==> config.mk <==
export PLATFORM = sky130hd
export DESIGN_NAME = mem_port_arbiter
export DESIGN_NICKNAME = d
export VERILOG_FILES = /design/src/rtl/mem_port_arbiter.sv
export SDC_FILE = /design/constraint.sdc
export NUM_CORES = 1
export LEC_CHECK = 0
export ABC_CLOCK_PERIOD_IN_PS = 3160
export CORE_ASPECT_RATIO = 0.5
export CORE_MARGIN = 2
export CORE_UTILIZATION = 30
export CTS_CLUSTER_DIAMETER = 50
export DETAILED_ROUTE_END_ITERATION = 8
export MAX_ROUTING_LAYER = met4
export PLACE_DENSITY = 0.65
export SLEW_MARGIN = 30
export SYNTH_ARGS = -nofsm -noshare
export SYNTH_HDL_FRONTEND = slang
export SYNTH_SLANG_ARGS = --single-unit
export TNS_END_PERCENT = 30
==> constraint.sdc <==
create_clock -name clk -period 3.16 [get_ports clk]
set_input_delay 0.948 -clock clk [delete_from_list [all_inputs] [get_ports clk]]
set_output_delay 0.948 -clock clk [all_outputs]
set_load 0.02 [all_outputs]
==> src/rtl/mem_port_arbiter.sv <==
// Shares one single-ported memory between the I-cache fill side and the load/store side.
// One transaction at a time, round-robin on ties, registered memory controls; min 3 cycles per access.
module mem_port_arbiter #(
  parameter int ADDR_W = 16,
  parameter int DATA_W = 16,
  parameter int CNT_W  = 16
) (
  input  logic              clk,
  input  logic              rst,
  input  logic              i_req,
  input  logic [ADDR_W-1:0] i_addr,
  output logic [DATA_W-1:0] i_rdata,
  output logic              i_done,
  input  logic              d_req,
  input  logic              d_we,
  input  logic [ADDR_W-1:0] d_addr,
  input  logic [DATA_W-1:0] d_wdata,
  output logic [DATA_W-1:0] d_rdata,
  output logic              d_done,
  output logic              mem_re,
  output logic              mem_we,
  output logic [ADDR_W-1:0] mem_addr,
  output logic [DATA_W-1:0] mem_wdata,
  input  logic [DATA_W-1:0] mem_rdata,
  input  logic              mem_rdy,
  output logic              busy,
  output logic              owner,
  output logic [CNT_W-1:0]  i_grant_cnt,
  output logic [CNT_W-1:0]  d_grant_cnt,
  output logic [CNT_W-1:0]  stall_cnt
);

  typedef enum logic [1:0] {IDLE, GRANT_I, GRANT_D, DONE} state_t;

  state_t            state, state_nxt;
  logic              last_owner;
  logic [DATA_W-1:0] rdata_q;
  logic              grant_i, grant_d;
  logic              stall_hit;
  logic              mem_ack;

  // Tie goes to the side that did not win last time (last_owner=1 means D won).
  always_comb begin
    state_nxt = state;
    grant_i   = 1'b0;
    grant_d   = 1'b0;
    case (state)
      IDLE: begin
        if (i_req && (!d_req || last_owner)) begin
          grant_i   = 1'b1;
          state_nxt = GRANT_I;
        end else if (d_req) begin
          grant_d   = 1'b1;
          state_nxt = GRANT_D;
        end
      end
      GRANT_I, GRANT_D: begin
        if (mem_rdy) state_nxt = DONE;
      end
      DONE:    state_nxt = IDLE;
      default: state_nxt = IDLE;
    endcase
  end

  assign mem_ack   = (state == GRANT_I || state == GRANT_D) && mem_rdy;
  assign busy      = (state != IDLE);
  assign stall_hit = (i_req && !(busy && !owner)) || (d_req && !(busy && owner));
  assign i_done    = (state == DONE) && !owner;
  assign d_done    = (state == DONE) && owner;
  assign i_rdata   = i_done ? rdata_q : '0;
  assign d_rdata   = d_done ? rdata_q : '0;

  always_ff @(posedge clk) begin
    if (rst) begin
      state       <= IDLE;
      last_owner  <= 1'b1;
      owner       <= 1'b0;
      mem_re      <= 1'b0;
      mem_we      <= 1'b0;
      mem_addr    <= '0;
      mem_wdata   <= '0;
      rdata_q     <= '0;
      i_grant_cnt <= '0;
      d_grant_cnt <= '0;
      stall_cnt   <= '0;
    end else begin
      state <= state_nxt;
      if (grant_i) begin
        owner      <= 1'b0;
        last_owner <= 1'b0;
        mem_re     <= 1'b1;
        mem_we     <= 1'b0;
        mem_addr   <= i_addr;
        mem_wdata  <= '0;
      end else if (grant_d) begin
        owner      <= 1'b1;
        last_owner <= 1'b1;
        mem_re     <= !d_we;
        mem_we     <= d_we;
        mem_addr   <= d_addr;
        mem_wdata  <= d_wdata;
      end else if (mem_ack) begin
        // mem_we still reflects the finishing access; writes report zero data.
        mem_re  <= 1'b0;
        mem_we  <= 1'b0;
        rdata_q <= mem_we ? '0 : mem_rdata;
      end
      if (grant_i && i_grant_cnt != '1) i_grant_cnt <= i_grant_cnt + CNT_W'(1);
      if (grant_d && d_grant_cnt != '1) d_grant_cnt <= d_grant_cnt + CNT_W'(1);
      if (stall_hit && stall_cnt != '1) stall_cnt <= stall_cnt + CNT_W'(1);
    end
  end

endmodule

==> impl_metrics.py, run 1 <==
metrics = {
    "min_path": {
        "min_path_type": "flop to flop",
    },
    "logic_synthesis": {
        "synth.largest_area_cell": "dfxtp_1",
        "ys.flop_type": "dfxtp_1",
        "ys_seq_elements": 102,
        "syn_area_sq_um": 4690,
        "yosysTopAreaCellShare_pct": 43.5,
        "synth.area.top_cells": "dfxtp_1 44%, a21oi_1 6.9%, nand2_1 5.8%",
        "syn_area_per_cell_sq_um": 8.17,
        "synth_nets": 649,
        "synth_cell_type_count": 47,
        "synth.yosys.warnings": 0,
        "syn_inst": 574,
        "synthArstFlopShare_pct": 0,
        "ys_seq_area_share_pct": 43.5,
        "synth_edf_count": 0,
    },
    "setup_path": {
        "worst_ep_required_time_ps": 2210,
        "cp-end-kind": "output port",
        "path_class": "flop to output port",
        "cp_top_family": "buffers and inverters",
        "arrival_ps": 2010,
        "cp_slowest_cell": "clkdlybuf4s50_1",
        "cp-start-kind": "flop",
        "crit_fanout": 12,
        "worstPathCellList": "ha_1 -> nor2b_1 -> buf_4 -> and2_1 -> clkdlybuf4s50_1",
        "slowest_delay_ps": 620,
        "critPathBufInv": 2,
    },
    "layout": {
        "nFillCells": 1516,
        "areaGrowthSynthToFinish_pct": 51.7,
        "layout.nets": 832,
        "antenna_cells": 0,
        "fin_area_sq_um": 7120,
        "drive_gt1_share_pct": 6.43,
    },
    "route": {
        "dr.pass1.iters": 5,
        "drc_errors": 0,
        "ant_nets": 0,
        "wirelength_mm": 14.2,
        "routedWlPerCell_um": 14.7,
        "drt_iter0_markers": 277,
        "via_per_inst": 4.88,
        "via_count": 4718,
    },
    "sta": {
        "whs_ps": 450,
        "tns_ps": 0,
        "fmax_mhz": 338,
        "hold_viol": 0,
        "rsz0062_at_grt": "false",
        "finalCritPeriodShare_pct": 93.7,
        "final_max_slew_viol_count": 0,
        "setup_viol": 0,
        "tightest_slew_ps": 998,
        "skew_ps": 8.66,
        "fin_crit_ps": 2960,
        "slew-limit-headroom_pct": 33.4,
    },
    "status": {
        "outcome": "finished clean",
    },
    "floorplan": {
        "dieArea_sq_um": 16700,
        "rows": 32,
        "die_w_um": 181,
        "io_pins": 188,
        "die_h_um": 92.4,
        "initial_core_util_pct": 30.6,
        "coreArea_sq_um": 15300,
    },
    "clock_tree": {
        "clock_sinks": 102,
        "tritoncts": "built",
        "clk_pin_slew_ps": 70,
        "clockBufferDepth": 2,
        "clkLatencyLatePin_ps": 340,
        "root_buffer": "clkbuf_16",
        "cts-htree-levels": 3,
        "postCtsSetupRepairBufs": 0,
        "numCtsBuffers": 9,
        "holdBufCountCts": 0,
        "cts_resized": 0,
    },
    "place": {
        "placed_area_sq_um": 6840,
        "dpl.hpwl_mm": 10.6,
        "routabilityCongestion": 0.850,
        "io_buffers": 187,
    },
    "grt": {
        "antenna_found_initial": 0,
        "grt_usage_pct": 17.2,
        "grt_pass1_vias": 4474,
        "grt_max_degree": 49,
        "grt_pass1_wl_mm": 23.0,
        "grt_overflow_total": 0,
    },
    "pwr": {
        "p_leak_nw": 2.45,
        "power.density_cell_area_nw_per_um2": 548,
        "irDropWorstVdd_uv": 320,
    },
    "run": {
        "drv_cap": 0,
    },
}
## cell usage after synthesis (6+ instances only)
cell	count
xor2_1	8
nor3b_1	18
and3_1	18
nand3_1	16
o221ai_1	16
and2_1	20
a21oi_1	65
nor2_1	66
inv_1	6
nand4_1	16
or3_1	6
o21ai_0	8
xnor2_1	20
nand2_1	72
nor4_1	11
dfxtp_1	102
clkbuf_1	30
nor3_1	12
## cell usage in the layout, fill, tap and decap left out, types with 9 or more instances in the layout
| master | synthesis | layout |
|---|---|---|
| and2_1 | 20 | 20 |
| dfxtp_1 | 102 | 102 |
| nor4_1 | 11 | 11 |
| nand2_1 | 72 | 72 |
| xnor2_1 | 20 | 20 |
| and3_1 | 18 | 18 |
| o221ai_1 | 16 | 16 |
| clkbuf_16 | 0 | 9 |
| nor3b_1 | 18 | 18 |
| nand4_1 | 16 | 16 |
| nor3_1 | 12 | 12 |
| a21oi_1 | 65 | 65 |
| buf_4 | 1 | 23 |
| nor2_1 | 66 | 65 |
| clkdlybuf4s50_1 | 0 | 186 |
| nand3_1 | 16 | 16 |
## worst paths after layout
check | end | cells after the start | slack, ps | start
max | i_rdata[15] | 5 | 200 | state[0]
min | mem_addr[13] | 2 | 450 | mem_addr[13]
max reg2reg | stall_cnt[0] | 7 | 780 | state[0]
min reg2reg | mem_addr[13] | 2 | 450 | mem_addr[13]
## registers in the layout, indices dropped and copies added, names as in the netlist
signal       count
owner            1
rdata_q         16
mem_re           1
last_owner       1
i_grant_cnt     16
mem_wdata       16
mem_we           1
stall_cnt       16
state            2
mem_addr        16
d_grant_cnt     16
## through the flow
stage,power [mW],utilization (%),std cells,setup WS [ps]
global route,4.14,46.4,966,1.01
floorplan,2.31,-,574,698
CTS,3.95,46.4,966,162
global placement,2.85,44.6,950,194
detailed placement,2.87,44.6,950,134
finish,3.90,46.4,966,201
## kinds of logic (layout without fill, tap and decap cells)
family / Yosys count / in the layout / share of synthesized area (%)
compound gates: 109 / 109 / 14.1
flops: 102 / 102 / 43.5
xor+xnor: 28 / 28 / 5.23
simple gates: 281 / 281 / 31.0
mux: 5 / 5 / 1.09
fa+ha+maj: 5 / 5 / 1.33
buf+inv: 44 / 232 / 3.73
## power breakdown
group	switching (mW)	internal [mW]	total, mW	leakage, nW
sequential	0.102	1.44	1.54	0.828
combinational	0.740	0.559	1.30	1.48
clock	0.513	0.545	1.06	0.137
## cell type report
cell class,count,area (sq um),area share [%]
Multi-Input combinational cell,428,2480,34.8
Sequential cell,102,2040,28.7
Timing Repair Buffer,210,2040,28.7
Tap cell,204,255,3.59
Clock buffer,9,225,3.16
Clock inverter,7,56.3,0.791
Inverter,6,22.5,0.316
## worst reg2reg max path, delay by kind of cell (launching register included)
family / cells / cell delay (ps)
flops: 1 / 370
compound gates: 1 / 760
fa+ha+maj: 1 / 310
simple gates: 3 / 580
buf+inv: 1 / 60
xor+xnor: 1 / 190
## metal layers
metal	GRT usage, %	wire (um)	vias to the layer above
met5	-	0	-
met4	4.03	140	0
met3	2.12	362	9
met2	30.0	7090	78
met1	21.5	6620	2242
li1	-	-	2389
Note: power is estimated with default switching activity, not from simulation.
==> inputs of run 2 (changes only) <==
- CORE_ASPECT_RATIO: 0.5 -> unset
- SLEW_MARGIN: 30 -> unset
==> run 2 against run 1 <==
Clock skew shrank 2.6 ps. First-iteration DRC count up 5.1%. Non-clock buffer count down 3. Register-to-register slack about the same. Highest routed layer unchanged. Sequential cell count is the same. Maximum frequency is 1.0% higher. Critical path type unchanged. Via count increased by 2.4%.
==> impl_metrics.py, run 2 (synthesis gave the netlist of run 1 again) <==
metrics = {
    "pwr": {
        "pwr-share-clk_pct": 27.2,
        "p_int_mw": 2.59,
        "p_seq_share_pct": 39.9,
        "power.density_cell_area_nw_per_um2": 548,
        "switching_share_pct": 33.5,
        "irDropWorstVdd_uv": 397,
        "combPwrFrac_pct": 32.9,
        "p_leak_nw": 2.44,
        "power_switching_mw": 1.30,
    },
    "sta": {
        "setup_viol": 0,
        "slew-limit-headroom_pct": 41.9,
        "hold_viol": 0,
        "final_max_slew_viol_count": 0,
        "whs_ps": 451,
        "fin_crit_ps": 2930,
        "tns_ps": 0,
        "tightest_slew_ps": 872,
        "finalCritPeriodShare_pct": 92.7,
        "fmax_mhz": 341,
        "rsz0062_at_grt": "false",
        "skew_ps": 6.03,
    },
    "place": {
        "routabilityCongestion": 0.859,
        "dpl.hpwl_mm": 10.5,
        "io_buffers": 187,
    },
    "layout": {
        "layout.nets": 829,
        "ff_latch_area_sq_um": 2040,
        "multi_input_area_sq_um": 2480,
        "nFillCells": 1503,
        "fin_util_pct": 46.6,
        "final_cell_mix": "186 x clkdlybuf4s50_1, 102 x dfxtp_1, 72 x nand2_1",
        "drive_gt1_share_pct": 5.93,
        "areaGrowthSynthToFinish_pct": 51.5,
        "antenna_cells": 0,
        "final_common_cell": "clkdlybuf4s50_1",
    },
    "clock_tree": {
        "postCtsSetupRepairBufs": 0,
        "root_buffer": "clkbuf_16",
        "cts_resized": 0,
        "numCtsBuffers": 9,
        "clock_sinks": 102,
        "tritoncts": "built",
        "clkLatencyLatePin_ps": 350,
        "clk_pin_slew_ps": 60,
        "clockBufferDepth": 2,
        "cts-htree-levels": 3,
        "holdBufCountCts": 0,
    },
    "route": {
        "top_layer": "met4",
        "route.met3.wl_um": 727,
        "ant_nets": 0,
        "routedWlPerCell_um": 14.7,
        "drt_iter0_markers": 291,
        "wl_met1_mm": 6.46,
        "wl_met2_mm": 6.73,
        "via_per_inst": 4.98,
        "wirelength_mm": 14.2,
        "via_count": 4830,
        "drc_errors": 0,
        "dr.pass1.iters": 4,
    },
    "setup_path": {
        "cp-start-kind": "flop",
        "path_class": "flop to output port",
        "arrival_ps": 1980,
        "cp-end-kind": "output port",
        "crit_fanout": 17,
        "worst_ep_required_time_ps": 2210,
    },
    "floorplan": {
        "rows": 45,
        "die_w_um": 129,
        "io_pins": 188,
        "coreArea_sq_um": 15300,
        "initial_core_util_pct": 30.8,
        "dieArea_sq_um": 16700,
        "die_h_um": 129,
    },
    "grt": {
        "grt_overflow_total": 0,
        "antenna_found_initial": 0,
        "grt_max_degree": 33,
        "grt_pass1_vias": 4562,
        "grt_pass1_wl_mm": 22.4,
        "grt_usage_pct": 17.4,
    },
    "status": {
        "outcome": "finished clean",
    },
    "min_path": {
        "min_path_type": "flop to flop",
    },
    "run": {
        "drv_cap": 0,
    },
}
run 2: cell types whose count changed in the layout (fill, tap and decap cells not counted), sizes merged:
cell    previous run  this run
clkbuf             9        13
buf               24        21
inv                9         6
clkinv             3         2
run 2: cell type report:
cell class,instances,share of cell area [%]
multi-input cells,428,34.8
flip-flops and latches,102,28.7
repair buffers,207,28.4
clock buffers,13,3.80
well taps,211,3.71
inverters,6,0.317
clock inverters,3,0.246
run 2: worst paths after layout:
path,from,to,slack (ps),cells past startpoint
max,state[0],i_rdata[7],230,5
min,mem_addr[1],mem_addr[1],450,2
max reg2reg,stall_cnt[0],stall_cnt[11],780,5
min reg2reg,mem_addr[1],mem_addr[1],450,2
run 2: critical path, stage by stage, from the launching register on:
cell and delay [ps]:
dfxtp_1 360, ha_1 180, nor2b_1 130, buf_4 200, and2_1 150, clkdlybuf4s50_1 610
run 2: power by group through the flow:
stage / clock network [mW] / registers [mW] / logic, mW
2_1_floorplan: 0 / 1.68 / 0.623
3_3_place_gp: 0 / 1.58 / 1.26
3_5_place_dp: 0 / 1.58 / 1.29
5_1_grt: 1.15 / 1.58 / 1.41
4_1_cts: 1.10 / 1.55 / 1.29
6_report: 1.06 / 1.55 / 1.28
run 2: through the flow:
stage	cell area (sq um)	setup WS (ps)	power, mW	instances
final	7110	231	3.89	970
after CTS	7110	199	3.95	970
after floorplan	4690	698	2.31	574
after global placement	6820	172	2.84	954
after global routing	7110	87.6	4.13	970
after detailed placement	6820	49.6	2.87	954
run 2: metal layers:
| metal | track usage [%] | up-vias |
|---|---|---|
| met3 | 4.09 | 21 |
| met2 | 28.1 | 140 |
| met1 | 21.2 | 2283 |
| li1 | - | 2386 |
| met4 | 6.39 | 0 |
| met5 | - | - |
==> inputs of run 3 (changes only) <==
- ABC_CLOCK_PERIOD_IN_PS: 3160 -> unset
==> results of run 3 <==
No change in the layout: final DEF, timing and power equal those of run 2.
